===== src/rtl/mdc_twiddle_ctrl_if.sv =====
//------------------------------------------------------------------------------
// Module      : mdc_twiddle_ctrl_if
// Description : Signal bundle between the MDC FFT datapath (master) and the
//               twiddle/stage-sequencing controller (slave). The tw_trivial
//               bus exists only when MDC_TWCTRL_TRIVIAL_EN is defined.
// Revision    : 1.0 - initial release
//------------------------------------------------------------------------------
`default_nettype none

interface mdc_twiddle_ctrl_if;
    logic       clr;
    logic       in_valid;
    logic [3:0] rom_32_counter;
    logic [2:0] rom_16_counter;
    logic [2:0] rom_8_counter;
    logic [1:0] rom_4_counter;
    logic [3:0] stage_en;
    logic       out_valid;
    logic       frame_done;
`ifdef MDC_TWCTRL_TRIVIAL_EN
    logic [3:0] tw_trivial;

    modport master (
        output clr, in_valid,
        input  rom_32_counter, rom_16_counter, rom_8_counter, rom_4_counter,
        input  stage_en, out_valid, frame_done, tw_trivial
    );
    modport slave (
        input  clr, in_valid,
        output rom_32_counter, rom_16_counter, rom_8_counter, rom_4_counter,
        output stage_en, out_valid, frame_done, tw_trivial
    );
`else
    modport master (
        output clr, in_valid,
        input  rom_32_counter, rom_16_counter, rom_8_counter, rom_4_counter,
        input  stage_en, out_valid, frame_done
    );
    modport slave (
        input  clr, in_valid,
        output rom_32_counter, rom_16_counter, rom_8_counter, rom_4_counter,
        output stage_en, out_valid, frame_done
    );
`endif
endinterface

`default_nettype wire


===== src/rtl/mdc_twiddle_ctrl.sv =====
//------------------------------------------------------------------------------
// Module      : mdc_twiddle_ctrl
// Description : Twiddle-index and stage-enable sequencer for a 32-point
//               radix-2 MDC FFT. A valid shift register taps the per-stage
//               latencies; per-stage mod-16 counters feed the ROM indices and
//               the output counter flags the 16th output pair of a frame.
//               Optional feature macro: MDC_TWCTRL_TRIVIAL_EN (adds tw_trivial).
// Revision    : 1.0 - initial release
//------------------------------------------------------------------------------
`default_nettype none

module mdc_twiddle_ctrl #(
    parameter int D1   = 9,
    parameter int D2   = 14,
    parameter int D3   = 17,
    parameter int D4   = 19,
    parameter int DOUT = 21
) (
    input  wire logic         clk,
    input  wire logic         rst,
    mdc_twiddle_ctrl_if.slave bus
);

    typedef enum logic [0:0] {
        ST_IDLE = 1'b0,
        ST_RUN  = 1'b1
    } stage_state_t;

    // Stage latencies in strobe order: stages 1..4 then the FFT output.
    localparam int c_tap [5] = '{D1, D2, D3, D4, DOUT};

    if (!(1 <= D1 && D1 < D2 && D2 < D3 && D3 < D4 && D4 < DOUT && DOUT <= 32))
    begin : g_param_check
        $error("mdc_twiddle_ctrl: latencies must satisfy 1 <= D1 < D2 < D3 < D4 < DOUT <= 32");
    end

    // Taps beyond DOUT are never observed, so the line stops at the output tap.
    logic [DOUT-1:0] r_vld_sr;

    // Valid delay line; a flush discards every in-flight pair, including one
    // offered on the flush cycle itself.
    always_ff @(posedge clk or posedge rst) begin
        if (rst) begin
            r_vld_sr <= '0;
        end else if (bus.clr) begin
            r_vld_sr <= '0;
        end else begin
            r_vld_sr <= {r_vld_sr[DOUT-2:0], bus.in_valid};
        end
    end

    // Per-strobe sequencer: state is RUN exactly in the cycles the tap is high.
    // r_idx is loaded one cycle ahead of the strobe so the ROM index is a
    // register that already shows the index of the pair being strobed, and
    // holds that index through gaps.
    for (genvar gi = 0; gi < 5; gi++) begin : g_stage
        localparam int c_t = c_tap[gi];

        logic         w_pre;
        stage_state_t r_state;
        stage_state_t w_state_nxt;
        logic [3:0]   r_cnt;
        logic [3:0]   w_cnt_nxt;
        logic [3:0]   r_idx;
        logic [3:0]   w_idx_nxt;

        if (c_t == 1) begin : g_pre_in
            assign w_pre = bus.in_valid;
        end else begin : g_pre_sr
            assign w_pre = r_vld_sr[c_t-2];
        end

        // Next-state, counter advance and index preload.
        always_comb begin
            w_state_nxt = ST_IDLE;
            w_cnt_nxt   = r_cnt;
            w_idx_nxt   = r_idx;
            if (w_pre) begin
                w_state_nxt = ST_RUN;
            end
            case (r_state)
                ST_RUN:  w_cnt_nxt = r_cnt + 4'd1;
                default: w_cnt_nxt = r_cnt;
            endcase
            if (w_pre) begin
                w_idx_nxt = w_cnt_nxt;
            end
        end

        // State, counter and index registers.
        always_ff @(posedge clk or posedge rst) begin
            if (rst) begin
                r_state <= ST_IDLE;
                r_cnt   <= '0;
                r_idx   <= '0;
            end else if (bus.clr) begin
                r_state <= ST_IDLE;
                r_cnt   <= '0;
                r_idx   <= '0;
            end else begin
                r_state <= w_state_nxt;
                r_cnt   <= w_cnt_nxt;
                r_idx   <= w_idx_nxt;
            end
        end
    end

    logic [3:0] w_stage_en;
    logic       w_out_valid;

    assign w_stage_en  = {r_vld_sr[D4-1], r_vld_sr[D3-1], r_vld_sr[D2-1], r_vld_sr[D1-1]};
    assign w_out_valid = r_vld_sr[DOUT-1];

    assign bus.stage_en       = w_stage_en;
    assign bus.out_valid      = w_out_valid;
    assign bus.rom_32_counter = g_stage[0].r_idx;
    assign bus.rom_16_counter = g_stage[1].r_idx[2:0];
    assign bus.rom_8_counter  = {1'b0, g_stage[2].r_idx[1:0]};
    assign bus.rom_4_counter  = g_stage[3].r_idx[1:0];
    assign bus.frame_done     = w_out_valid && (g_stage[4].r_cnt == 4'd15);

`ifdef MDC_TWCTRL_TRIVIAL_EN
    // Index 0 means twiddle = 1, so the datapath may bypass its multiplier.
    assign bus.tw_trivial = {
        w_stage_en[3] && (g_stage[3].r_idx[1:0] == 2'd0),
        w_stage_en[2] && (g_stage[2].r_idx[1:0] == 2'd0),
        w_stage_en[1] && (g_stage[1].r_idx[2:0] == 3'd0),
        w_stage_en[0] && (g_stage[0].r_idx     == 4'd0)
    };
`endif

    // Upper index bits of the smaller ROMs and the output-stage index are
    // carried by the shared sequencer but never needed.
    logic w_unused_idx;
    assign w_unused_idx = &{1'b0, g_stage[1].r_idx[3], g_stage[2].r_idx[3:2],
                            g_stage[3].r_idx[3:2], g_stage[4].r_idx};

endmodule

`default_nettype wire


===== src/flat_wrapper.sv =====
// flat-port wrapper written by rule: the top's interface ports become plain ports
module mdc_twiddle_ctrl_flat 
#(
    parameter int D1   = 9,
    parameter int D2   = 14,
    parameter int D3   = 17,
    parameter int D4   = 19,
    parameter int DOUT = 21
)
  (clk, rst, bus_clr, bus_in_valid, bus_rom_32_counter, bus_rom_16_counter, bus_rom_8_counter, bus_rom_4_counter, bus_stage_en, bus_out_valid, bus_frame_done);
  mdc_twiddle_ctrl_if bus_i ();
  input  wire logic clk;
  input  wire logic rst;
  input wire logic [$bits(bus_i.clr)-1:0] bus_clr;
  input wire logic [$bits(bus_i.in_valid)-1:0] bus_in_valid;
  output wire logic [$bits(bus_i.rom_32_counter)-1:0] bus_rom_32_counter;
  output wire logic [$bits(bus_i.rom_16_counter)-1:0] bus_rom_16_counter;
  output wire logic [$bits(bus_i.rom_8_counter)-1:0] bus_rom_8_counter;
  output wire logic [$bits(bus_i.rom_4_counter)-1:0] bus_rom_4_counter;
  output wire logic [$bits(bus_i.stage_en)-1:0] bus_stage_en;
  output wire logic [$bits(bus_i.out_valid)-1:0] bus_out_valid;
  output wire logic [$bits(bus_i.frame_done)-1:0] bus_frame_done;
  assign bus_i.clr = bus_clr;
  assign bus_i.in_valid = bus_in_valid;
  assign bus_rom_32_counter = bus_i.rom_32_counter;
  assign bus_rom_16_counter = bus_i.rom_16_counter;
  assign bus_rom_8_counter = bus_i.rom_8_counter;
  assign bus_rom_4_counter = bus_i.rom_4_counter;
  assign bus_stage_en = bus_i.stage_en;
  assign bus_out_valid = bus_i.out_valid;
  assign bus_frame_done = bus_i.frame_done;
  mdc_twiddle_ctrl #(.D1(D1), .D2(D2), .D3(D3), .D4(D4), .DOUT(DOUT)) u_core (.clk(clk), .rst(rst), .bus(bus_i));
endmodule

===== config.mk =====
export PLATFORM = sky130hd
export DESIGN_NAME = mdc_twiddle_ctrl_flat
export DESIGN_NICKNAME = d
export VERILOG_FILES = /design/src/rtl/mdc_twiddle_ctrl_if.sv /design/src/rtl/mdc_twiddle_ctrl.sv /design/src/flat_wrapper.sv
export SDC_FILE = /design/constraint.sdc
export NUM_CORES = 1
export LEC_CHECK = 0
export BUFFER_PORTS_ARGS = -buffer_cell sky130_fd_sc_hd__buf_2
export CAP_MARGIN = 20
export CORE_ASPECT_RATIO = 0.6
export CORE_UTILIZATION = 26
export DETAILED_ROUTE_END_ITERATION = 8
export GPL_TIMING_DRIVEN = 0
export PLACE_DENSITY = 0.39
export SETUP_SLACK_MARGIN = 0.1
export SLEW_MARGIN = 40
export SYNTH_ARGS = -nofsm -noshare
export SYNTH_HDL_FRONTEND = slang
export SYNTH_SLANG_ARGS = --single-unit

===== constraint.sdc =====
create_clock -name clk -period 1.35 [get_ports clk]
set_input_delay 0.0675 -clock clk [delete_from_list [all_inputs] [get_ports clk]]
set_output_delay 0.0675 -clock clk [all_outputs]
set_load 0.05 [all_outputs]

After elaboration in Yosys (flattened, before gate mapping)
Cells that the tools add are included.
{"block": "word_totals", "regBits": 57, "in_bits": 4, "out_inout_bits": 18, "elab_cells": 56}
{"block": "op_classes", "n_addsub": 5, "n_eq_ne": 1, "muxes": 29, "reduce_logical": 6}
{"cell": "4-bit two-way mux", "count": 12}
{"cell": "21-bit two-way mux", "count": 1}
{"cell": "4-bit by 1-bit adder with 4-bit output (second input constant)", "count": 5}
{"cell": "1-bit two-way mux", "count": 10}
{"cell": "2-bit nonzero test", "count": 5}
{"cell": "2-bit two-way mux", "count": 4}
{"cell": "3-bit two-way mux", "count": 2}
{"cell": "4-bit == test (second input constant)", "count": 1}
{"cell": "1-bit logical AND", "count": 1}

Longest topological paths before layout
Gate-level depths: netlist of the first run.
{"block": "depth", "ltp_word": 4, "depth_mapped": 4, "depth_no_buf": 4}

Worst setup path before layout of the first run
OpenSTA, ideal clock, no wires.
{"block": "synth_timing", "path_type": "register to output", "start": "register u_core.g_stage[4].r_state (netlist name)", "end": "output port bus_frame_done", "t_arrival_ns": 1.275, "t_required_ns": 1.283, "setup_slack_ns": 0.008, "path_stages_with_launch": 2, "path_buffers": 0, "cell_sequence": "dfrtp_1 -> and4_1"}
{"item": "end: declaration", "line": "flat_wrapper.sv:22", "source": "output wire logic [$bits(bus_i.frame_done)-1:0] bus_frame_done;"}

Worst setup path after layout of the first run
{"block": "layout_timing", "start": "register u_core.g_stage[4].r_cnt[1]", "end": "output port bus_frame_done"}
{"block": "layout_via", "elab_chain_cells": 2}
{"item": "start: declaration", "line": "mdc_twiddle_ctrl.sv:62", "source": "logic [3:0] r_cnt;"}
{"item": "start signal: assignment", "line": "mdc_twiddle_ctrl.sv:102", "source": "r_cnt <= w_cnt_nxt;"}
{"item": "4-bit == test", "line": "mdc_twiddle_ctrl.sv:120", "source": "assign bus.frame_done = w_out_valid && (g_stage[4].r_cnt == 4'd15);"}
{"item": "1-bit logical AND", "line": "mdc_twiddle_ctrl.sv:120"}
Every way passes these cells.

==> results of run 1 <==
-- registers in the layout, indices dropped and copies added (netlist names) --
signal                     count
u_core.bus.rom_32_counter      4
u_core.g_stage.r_cnt          15
u_core.g_stage.r_idx           7
u_core.g_stage.r_state         1
u_core.r_vld_sr               20
-- cell usage after synthesis, types with 2 or more instances --
cell type / n
a21oi_1: 2
dfrtp_1: 47
a21o_1: 4
nor3b_1: 4
nand3b_1: 4
xnor2_1: 5
buf_2: 4
xor2_1: 4
ha_1: 3
a21bo_1: 2
nand2_1: 2
mux2i_1: 3
a22o_1: 5
inv_1: 2
nor2b_1: 19
nor2_1: 17
buf_4: 6
-- metrics by stage --
stage	worst slack [ps]	utilization, %
2_1_floorplan	93.91	-
3_3_place_gp	-377.6	30.19
3_5_place_dp	126.7	30.53
4_1_cts	57.56	33.46
5_1_grt	16.63	33.97
6_report	68.46	33.97
-- layout make-up --
type	instances	area share [%]
Timing Repair Buffer	26	7.659
Multi-Input combinational cell	83	25.98
Tap cell	87	4.759
Inverter	2	0.4376
Clock buffer	8	6.838
Sequential cell	47	51.48
Buffer	10	2.845
-- final timing paths --
check	from	depth (start not counted)	endpoint
hold / removal	bus_clr	2	u_core.g_stage[1].r_cnt[2]$_DFF_PP0_
setup reg to reg	u_core.g_stage[0].r_cnt[1]$_DFF_PP0_	4	u_core.bus.rom_32_counter[1]$_DFFE_PP0P_
hold reg to reg	u_core.r_vld_sr[5]$_DFF_PP0_	1	u_core.r_vld_sr[6]$_DFF_PP0_
setup / recovery	u_core.g_stage[4].r_cnt[1]$_DFFE_PP0P_	3	bus_frame_done
max in group asynchronous	rst	4	u_core.g_stage[3].r_idx[0]$_DFFE_PP0P_
min in group asynchronous	rst	3	u_core.r_vld_sr[0]$_DFF_PP0_
-- power breakdown --
part	switching, mW	internal, mW
registers	0.00102	1.41
clock network	0.478	0.788
logic	0.0651	0.0252
-- worst max-delay path, delay by kind of cell, from the launching register on --
kind / cells / cell delay [ps]
buffers and inverters: 1 / 140
adders and majority gates: 1 / 190
and+or+nand+nor: 1 / 220
DFF: 1 / 380
-- logic make-up (layout without fill, tap and decap cells) --
family	count (synthesis)	after routing
flops	47	47
fa+ha+maj	3	3
other cells	1	1
buf+inv	12	46
simple gates	50	50
compound gates	17	17
xor+xnor	9	9
mux	3	3
-- layer usage --
| metal | up-vias | track usage (%) | wire length (µm) |
|---|---|---|---|
| met5 | - | 0 | 0 |
| met4 | 0 | 4.934 | 49 |
| met3 | 5 | 3.523 | 134 |
| met2 | 19 | 17.55 | 1637 |
| met1 | 551 | 13.65 | 1625 |
| li1 | 529 | - | - |
-- what timing repair did --
item | CTS | global route
gates resized for setup | 5 | 3
setup endpoints to repair | 1 | 6
hold endpoints to repair | 48 | 0
hold buffers | 2 | 0
buffers inserted | 1 | 3
pin swaps | 1 | 2
==> impl_metrics.yaml, run 1 <==
run_status:
  status: "finished, final reports clean"
timing:
  rsz0062_at_grt: "true"
  setup_viol: 0
  skew_ps: 3.411
  finalMaxSlewViolations: 0
  hold_ws_ps: 89.95
  hold_violations: 0
  setup_tns_ps: 0
  finalCritPeriodShare_pct: 94.93
  fmax_mhz: 780.3
  fin_crit_ps: 1282
placement:
  place_area_um2: 2056
  dp_cells: 249
  gp_congestion: 0.6340
  dpl.hpwl_um: 2443
  io_buffers: 19
worst_setup_path:
  crit_arrival_ps: 1210
  slowest_delay_ps: 380
  cp_data_required_time_ps: 1280
  path_class: "reg -> out"
  cp_slowest_cell: "dfrtp_1"
  r2r_setup_slack_ps: 170
  cp_cell_sequence: "ha_2, and4_4, buf_8"
  cp-end-kind: "output pin"
  crit_fanout: 3
  cp-start-kind: "flip-flop"
clocking:
  cts_buffers: 5
  clockRootBuffer: "clkbuf_16"
  clk_path_buf_depth: 2
  clkSlewWorstSetupHoldPaths_ps: 60
  cts_sinks: 47
  cts.htree.levels: 2
  tritoncts: "yes"
  clk_latency_ps: 280
detailed_routing:
  first_pass_iters: 4
  drc_errors: 0
  antenna_left: 0
  drt-total-wl_um: 3447
  vias_per_cell: 4.198
  vias: 1104
  wl_per_cell_um: 13.11
  drt_iter0_markers: 53
synth:
  synth_mux_area_share_pct: 1.643
  synthArstFlopShare_pct: 100.0
  ys_warn_count: 0
  synth_area_um2: 1828
  seq_area_frac_synth_pct: 64.34
  synth_ff_type: "dfrtp_1"
  synthTopCellsByArea: "dfrtp_1 (64%), nor2b_1 (6.5%), nor2_1 (3.5%), buf_4 (2.5%), a22o_1 (2.4%)"
  synth_area_leader_cell: "dfrtp_1"
  syn_inst: 142
  ys_ff_latch: 47
  synthSimpleGateAreaFrac_pct: 15.67
  yosysTopAreaCellShare_pct: 64.34
  synth_top_family_by_area: "simple AND/OR/NAND/NOR gates"
  synth_compound_area_share_pct: 7.803
  syn_avg_cell_area_um2: 12.87
  syn_nets: 149
  synth_adder_area_share_pct: 2.053
  synth_cell_type_count: 26
  synth-xor-area-share_pct: 4.312
  synth-edff-count: 0
run:
  cap_violations: 0
finish:
  multi_input_area_um2: 594.3
  fillCellCount: 662
  final_nets: 182
  area_delta_synth_final_pct: 25.12
  final_common_cell: "dfrtp_1"
  final_layout_size_suffix_gt1_share_pct: 28.98
  antenna_cells: 0
  final_area_um2: 2287
  fin_cells: 263
  seq_area_um2: 1177
  final_cell_mix: "dfrtp_1 (46), buf_2 (22), nor2b_1 (19)"
global_route:
  grt_overflow: 0
  grt_pass1_wl_um: 5809
  grt_max_degree: 34
  grt_pass1_vias: 1166
  grt_use_total_pct: 11.01
  antenna_found_initial: 0
die:
  initial_core_util_pct: 27.15
  dieWidth_um: 110.3
  die_h_um: 66.95
  coreArea_um2: 6734
  io_pins: 22
  num_rows: 23
  die-area_um2: 7381
power_and_ir_drop:
  totalPowerFinal_mw: 2.771
  p_leak_nw: 1.157
  vdd_ir_drop_max_uv: 433.9
  p_per_area_nw_per_um2: 1211
worst_hold_path:
  hold_path.class: "in -> reg"
Power figures use the tool's default switching activity.
==> inputs of run 2 (changes only) <==
--- a/config.mk
+++ b/config.mk
@@ -9,6 +9,7 @@
 export CAP_MARGIN = 20
 export CORE_ASPECT_RATIO = 0.6
 export CORE_UTILIZATION = 26
+export CTS_BUF_LIST = sky130_fd_sc_hd__clkbuf_4 sky130_fd_sc_hd__clkbuf_8
 export DETAILED_ROUTE_END_ITERATION = 8
 export GPL_TIMING_DRIVEN = 0
 export PLACE_DENSITY = 0.39
==> run 2 against run 1 <==
Compared with the run above:
- global-route usage shrank 0.26 points
- routed wire length rose by 0.12%
- clock skew increased by 3.2 ps
- final area fell by 1.1%
- sequential share of layout area increased by 0.74 points
- die area did not move
- clock power is 28% lower
- combinational power barely moved
- via count down 0.27%
- highest routed layer unchanged
- maximum frequency is 0.61% lower
- critical path depth unchanged
==> impl_metrics.yaml, run 2 (synthesis gave the netlist of run 1 again) <==
run_status:
  status: "finished, final reports clean"
worst_setup_path:
  cp_cell_sequence: "ha_2, and4_4, buf_8"
  cp_data_required_time_ps: 1280
  cp-end-kind: "output pin"
  crit_family: "flip-flops"
  crit_arrival_ps: 1220
  rr_worst_depth: 4
  crit_path_start: "u_core.g_stage[4].r_cnt[1]$_DFFE_PP0P_"
  timing.rr.start: "u_core.g_stage[0].r_cnt[1]$_DFF_PP0_"
  slowest_delay_ps: 380
  cp-start-kind: "flip-flop"
  crit_buf_inv: 1
  crit_fanout: 3
  path_class: "reg -> out"
  cp.depth: 3
  cp_slowest_cell: "dfrtp_1"
finish:
  largest_reg_flops: 20
  antenna_cells: 0
  top_register: "u_core.r_vld_sr"
  final_common_cell: "dfrtp_1"
  area_delta_synth_final_pct: 23.75
  final_nets: 183
  final_area_um2: 2262
  final_cell_mix: "dfrtp_1 (43), buf_2 (22), nor2b_1 (19)"
  final_layout_size_suffix_gt1_share_pct: 31.64
  fin_cells: 264
  largestRegisters: "u_core.r_vld_sr: 20 flops, u_core.g_stage.r_cnt: 15 flops, u_core.g_stage.r_idx: 7 flops"
detailed_routing:
  wl_per_cell_um: 13.07
  first_pass_iters: 4
  drc_errors: 0
  antenna_left: 0
  vias_per_cell: 4.170
  drt_iter0_markers: 40
  vias: 1101
  drt-total-wl_um: 3451
global_route:
  antenna_found_initial: 0
  grt_overflow: 0
  grt_pass1_vias: 1135
  grt_use_total_pct: 10.76
  grt_max_degree: 34
  grt_pass1_wl_um: 5754
clocking:
  cts.htree.levels: 2
  clockRootBuffer: "clkbuf_8"
  cts_sinks: 47
  clk_path_buf_depth: 2
  cts_buffers: 5
  clkSlewWorstSetupHoldPaths_ps: 80
  clk_latency_ps: 290
  tritoncts: "yes"
worst_hold_path:
  min_from: "bus_clr"
  min_path_cells: 2
  hold_path.class: "in -> reg"
timing:
  setup_tns_ps: 0
  fmax_mhz: 775.6
  finalCritPeriodShare_pct: 95.51
  hold_ws_ps: 74.58
  finalMaxSlewViolations: 0
  fin_ws_ps: 60.66
  fin_crit_ps: 1289
  setup_viol: 0
  hold_violations: 0
  rsz0062_at_grt: "true"
  skew_ps: 6.564
die:
  coreArea_um2: 6734
  die-area_um2: 7381
  io_pins: 22
  initial_core_util_pct: 27.15
  num_rows: 23
  dieWidth_um: 110.3
  die_h_um: 66.95
placement:
  dpl_worst_slack_ps: 126.7
  place_area_um2: 2056
  dp_cells: 249
  io_buffers: 19
  gp_congestion: 0.6340
  dpl.hpwl_um: 2443
run:
  cap_violations: 0
power_and_ir_drop:
  p_per_area_nw_per_um2: 1069
  vdd_ir_drop_max_uv: 353.0
  p_leak_nw: 1.137
## run 2: routing by layer
metal  GRT usage (%)  wire length (µm)
met4           3.947                36
met1           13.95              1670
met2           16.93              1614
met3           3.229               130
met5               0                 0
## run 2: path summary, 6_finish.rpt
kind                                                             to  slack [ps]
max                                                  bus_frame_done          60
min                            u_core.g_stage[1].r_cnt[2]$_DFF_PP0_          70
max reg2reg                u_core.bus.rom_32_counter[1]$_DFFE_PP0P_         160
min reg2reg                            u_core.r_vld_sr[6]$_DFF_PP0_         460
max in group asynchronous             u_core.r_vld_sr[18]$_DFF_PP0_         660
min in group asynchronous              u_core.r_vld_sr[0]$_DFF_PP0_         240
## run 2: through the flow
stage	utilization (%)	total power, mW
2_1_floorplan	-	1.497
6_report	33.59	2.418
4_1_cts	32.81	2.465
3_3_place_gp	30.19	1.518
5_1_grt	33.59	2.545
3_5_place_dp	30.53	1.529
## run 2: final cells by class
type / count / area [µm²]
fill: 663 / 4472
sequential: 47 / 1181
multi-input combinational: 83 / 610.6
timing repair buffer: 27 / 182.7
tap: 87 / 108.9
clock buffer: 8 / 103.9
buffer: 10 / 65.06
inverter: 2 / 10.01
## run 2: power by group
| group | leakage, nW | internal [mW] | switching, mW |
|---|---|---|---|
| logic | 0.434 | 0.0252 | 0.0649 |
| clock network | 0.0549 | 0.488 | 0.429 |
| registers | 0.648 | 1.41 | 0.00101 |
| total | 1.14 | 1.92 | 0.495 |
## run 2: timing repair
action / 4_1_cts / 5_1_grt
hold endpoints to repair: 48 / 0
buffers inserted: 2 / 3
hold buffers: 2 / 0
pin swaps: 3 / 7
endpoints found under the setup margin: 3 / 8
gates resized for setup: 6 / 7
==> inputs of run 3 (changes only) <==
--- a/config.mk
+++ b/config.mk
@@ -12,7 +12,8 @@
 export CTS_BUF_LIST = sky130_fd_sc_hd__clkbuf_4 sky130_fd_sc_hd__clkbuf_8
 export DETAILED_ROUTE_END_ITERATION = 8
 export GPL_TIMING_DRIVEN = 0
-export PLACE_DENSITY = 0.39
+export PLACE_DENSITY = 0.4
+export REMOVE_ABC_BUFFERS = 1
 export SETUP_SLACK_MARGIN = 0.1
 export SLEW_MARGIN = 40
 export SYNTH_ARGS = -nofsm -noshare
==> constraint.sdc (replaced) <==
create_clock -name clk -period 1.12 [get_ports clk]
set_input_delay 0.056 -clock clk [delete_from_list [all_inputs] [get_ports clk]]
set_output_delay 0.056 -clock clk [all_outputs]
set_load 0.05 [all_outputs]
==> run 3 against run 2 <==
Compared with the run above:
- the run now ends with setup timing left
- non-clock buffer count is 3 lower
- register-to-register slack worse by 190 ps
- sequential cell count unchanged
- critical path depth stayed put
- total power increased by 28%
- first-iteration DRC count fell by 7.5%
- global-route usage decreased by 0.57 points
- clock-buffer cell count is 2 lower
- clock skew increased by 3.0 ps
- highest routed layer unchanged
==> impl_metrics.yaml, run 3 (synthesis gave the netlist of run 1 again) <==
timing:
  tightest_slew_ps: 504.3
  fmax_mhz: 780.2
  hold_violations: 0
  finalMaxSlewViolations: 0
  skew_ps: 9.594
  rsz0062_at_grt: "true"
  fin_ws_ps: -161.7
  slew_headroom_pct: 66.38
  setup_viol: 4
  fin_crit_ps: 1282
  setup_tns_ps: -223.2
  finalCritPeriodShare_pct: 114.4
worst_setup_path:
  crit_family: "flip-flops"
  cp_slowest_cell: "dfrtp_1"
  cp_cell_sequence: "ha_2, and4_1, buf_6"
  crit_arrival_ps: 1230
  cp_data_required_time_ps: 1060
  cp-start-kind: "flip-flop"
  path_class: "reg -> out"
  cp-end-kind: "output pin"
  crit_fanout: 2
  slowest_delay_ps: 400
  crit_buf_inv: 1
clocking:
  cts_sinks: 47
  tritoncts: "yes"
  cts.htree.levels: 2
  clockRootBuffer: "clkbuf_8"
  cts_buffers: 5
  clk_path_buf_depth: 2
  clkSlewWorstSetupHoldPaths_ps: 90
  clk_latency_ps: 300
die:
  die-area_um2: 7381
  dieWidth_um: 110.3
  num_rows: 23
  coreArea_um2: 6734
  io_pins: 22
  initial_core_util_pct: 27.15
  die_h_um: 66.95
finish:
  final_common_cell: "dfrtp_1"
  fillCellCount: 662
  top_register: "u_core.r_vld_sr"
  final_layout_size_suffix_gt1_share_pct: 36.78
  fin_cells: 261
  area_delta_synth_final_pct: 31.49
  final_nets: 180
  largestRegisters: "u_core.r_vld_sr: 20 flops, u_core.g_stage.r_cnt: 15 flops, u_core.g_stage.r_idx: 7 flops"
  antenna_cells: 0
  largest_reg_flops: 20
  final_cell_mix: "dfrtp_1 (42), nor2b_1 (19), nor2_1 (16)"
power_and_ir_drop:
  p_sw_share_pct: 20.61
  power_switching_uw: 635.9
  power.internal_mw: 2.449
  vdd_ir_drop_max_uv: 501.0
  p_leak_nw: 1.148
  p_per_area_nw_per_um2: 1283
  clkPwrFrac_pct: 41.6
  sequentialPowerShare_pct: 55.2
  combinationalPowerShare_pct: 3.2
placement:
  gp_congestion: 0.7094
  io_buffers: 20
  dp_cells: 240
  dpl.hpwl_um: 1903
worst_hold_path:
  hold_path.class: "in -> reg"
run_status:
  violations: "setup timing"
  status: "finished with violations"
detailed_routing:
  antenna_left: 0
  drt_iter0_markers: 37
  vias: 1082
  drt-total-wl_um: 3254
  drc_errors: 0
  first_pass_iters: 4
  vias_per_cell: 4.146
  wl_per_cell_um: 12.47
global_route:
  grt_pass1_vias: 1167
  grt_use_total_pct: 10.19
  grt_pass1_wl_um: 5478
  grt_overflow: 0
  antenna_found_initial: 0
  grt_max_degree: 47
run:
  cap_violations: 0
run 3: changes by cell type in the layout (fill, tap and decap cells not counted), sizes merged:
| cell | previous run | this run |
|---|---|---|
| buf | 35 | 30 |
| bufinv | 0 | 1 |
| clkinv | 0 | 1 |
run 3: final cells by class:
class	instances	area [µm²]	area share, %
Timing Repair Buffer	34	297.8	12.39
Inverter	2	10.01	0.4164
Clock inverter	2	35.03	1.458
Sequential cell	47	1182	49.19
Clock buffer	6	82.58	3.436
Multi-Input combinational cell	83	686.9	28.58
Tap cell	87	108.9	4.529
run 3: worst reg2reg max path: cells and delay by family (launching register included):
kind / cells / cell delay, ps
flip-flops: 1 / 430
adder cells (fa/ha/maj): 1 / 240
AO/OA/AOI/OAI: 1 / 180
multiplexers: 1 / 120
AND/OR/NAND/NOR: 1 / 80
run 3: layer usage:
metal	wire length, µm	track usage [%]	vias up
li1	-	-	516
met1	1584	12.92	540
met2	1490	15.14	18
met3	118	3.620	8
met4	60	5.428	0
met5	0	0	-
run 3: path summary, 6_finish.rpt:
kind / start / to / slack [ps] / cells after the start
min in group asynchronous: rst / u_core.g_stage[1].r_idx[2]$_DFFE_PP0P_ / 260 / 3
max in group asynchronous: rst / u_core.r_vld_sr[18]$_DFF_PP0_ / 420 / 4
hold / removal: bus_clr / u_core.g_stage[4].r_cnt[0]$_DFFE_PP0P_ / 210 / 2
hold reg to reg: u_core.r_vld_sr[3]$_DFF_PP0_ / u_core.r_vld_sr[4]$_DFF_PP0_ / 460 / 1
setup / recovery: u_core.g_stage[4].r_cnt[1]$_DFFE_PP0P_ / bus_frame_done / -160 / 3
setup reg to reg: u_core.g_stage[0].r_cnt[1]$_DFF_PP0_ / u_core.bus.rom_32_counter[1]$_DFFE_PP0P_ / -30 / 4
run 3: per-stage QoR:
stage | hold slack, ps | worst slack, ps | utilization, % | cell area (µm²) | power [mW]
floorplan | 114.1 | -210.9 | - | 1763 | 1.777
global placement | 290.6 | -612.2 | 29.28 | 1972 | 1.816
detailed placement | 45.22 | -189.7 | 29.73 | 2002 | 1.834
CTS | 258.1 | -159.0 | 34.08 | 2295 | 3.148
global route | 223.9 | -216.9 | 35.69 | 2404 | 3.229
finish | 206.8 | -161.7 | 35.69 | 2404 | 3.085
run 3: repair_timing:
item                                    CTS  global route
hold buffers                              2             0
resized for setup                        28            15
pin swaps                                19            10
endpoints found under the hold margin    25             0
endpoints found under the setup margin   24            27
buffers inserted                          6             5
run 3: power by group through the flow:
stage,registers (mW),logic [mW],clock network (mW)
6_report,1.70,0.100,1.28
5_1_grt,1.70,0.115,1.41
4_1_cts,1.70,0.103,1.34
3_5_place_dp,1.74,0.0980,0
3_3_place_gp,1.74,0.0802,0
2_1_floorplan,1.74,0.0411,0
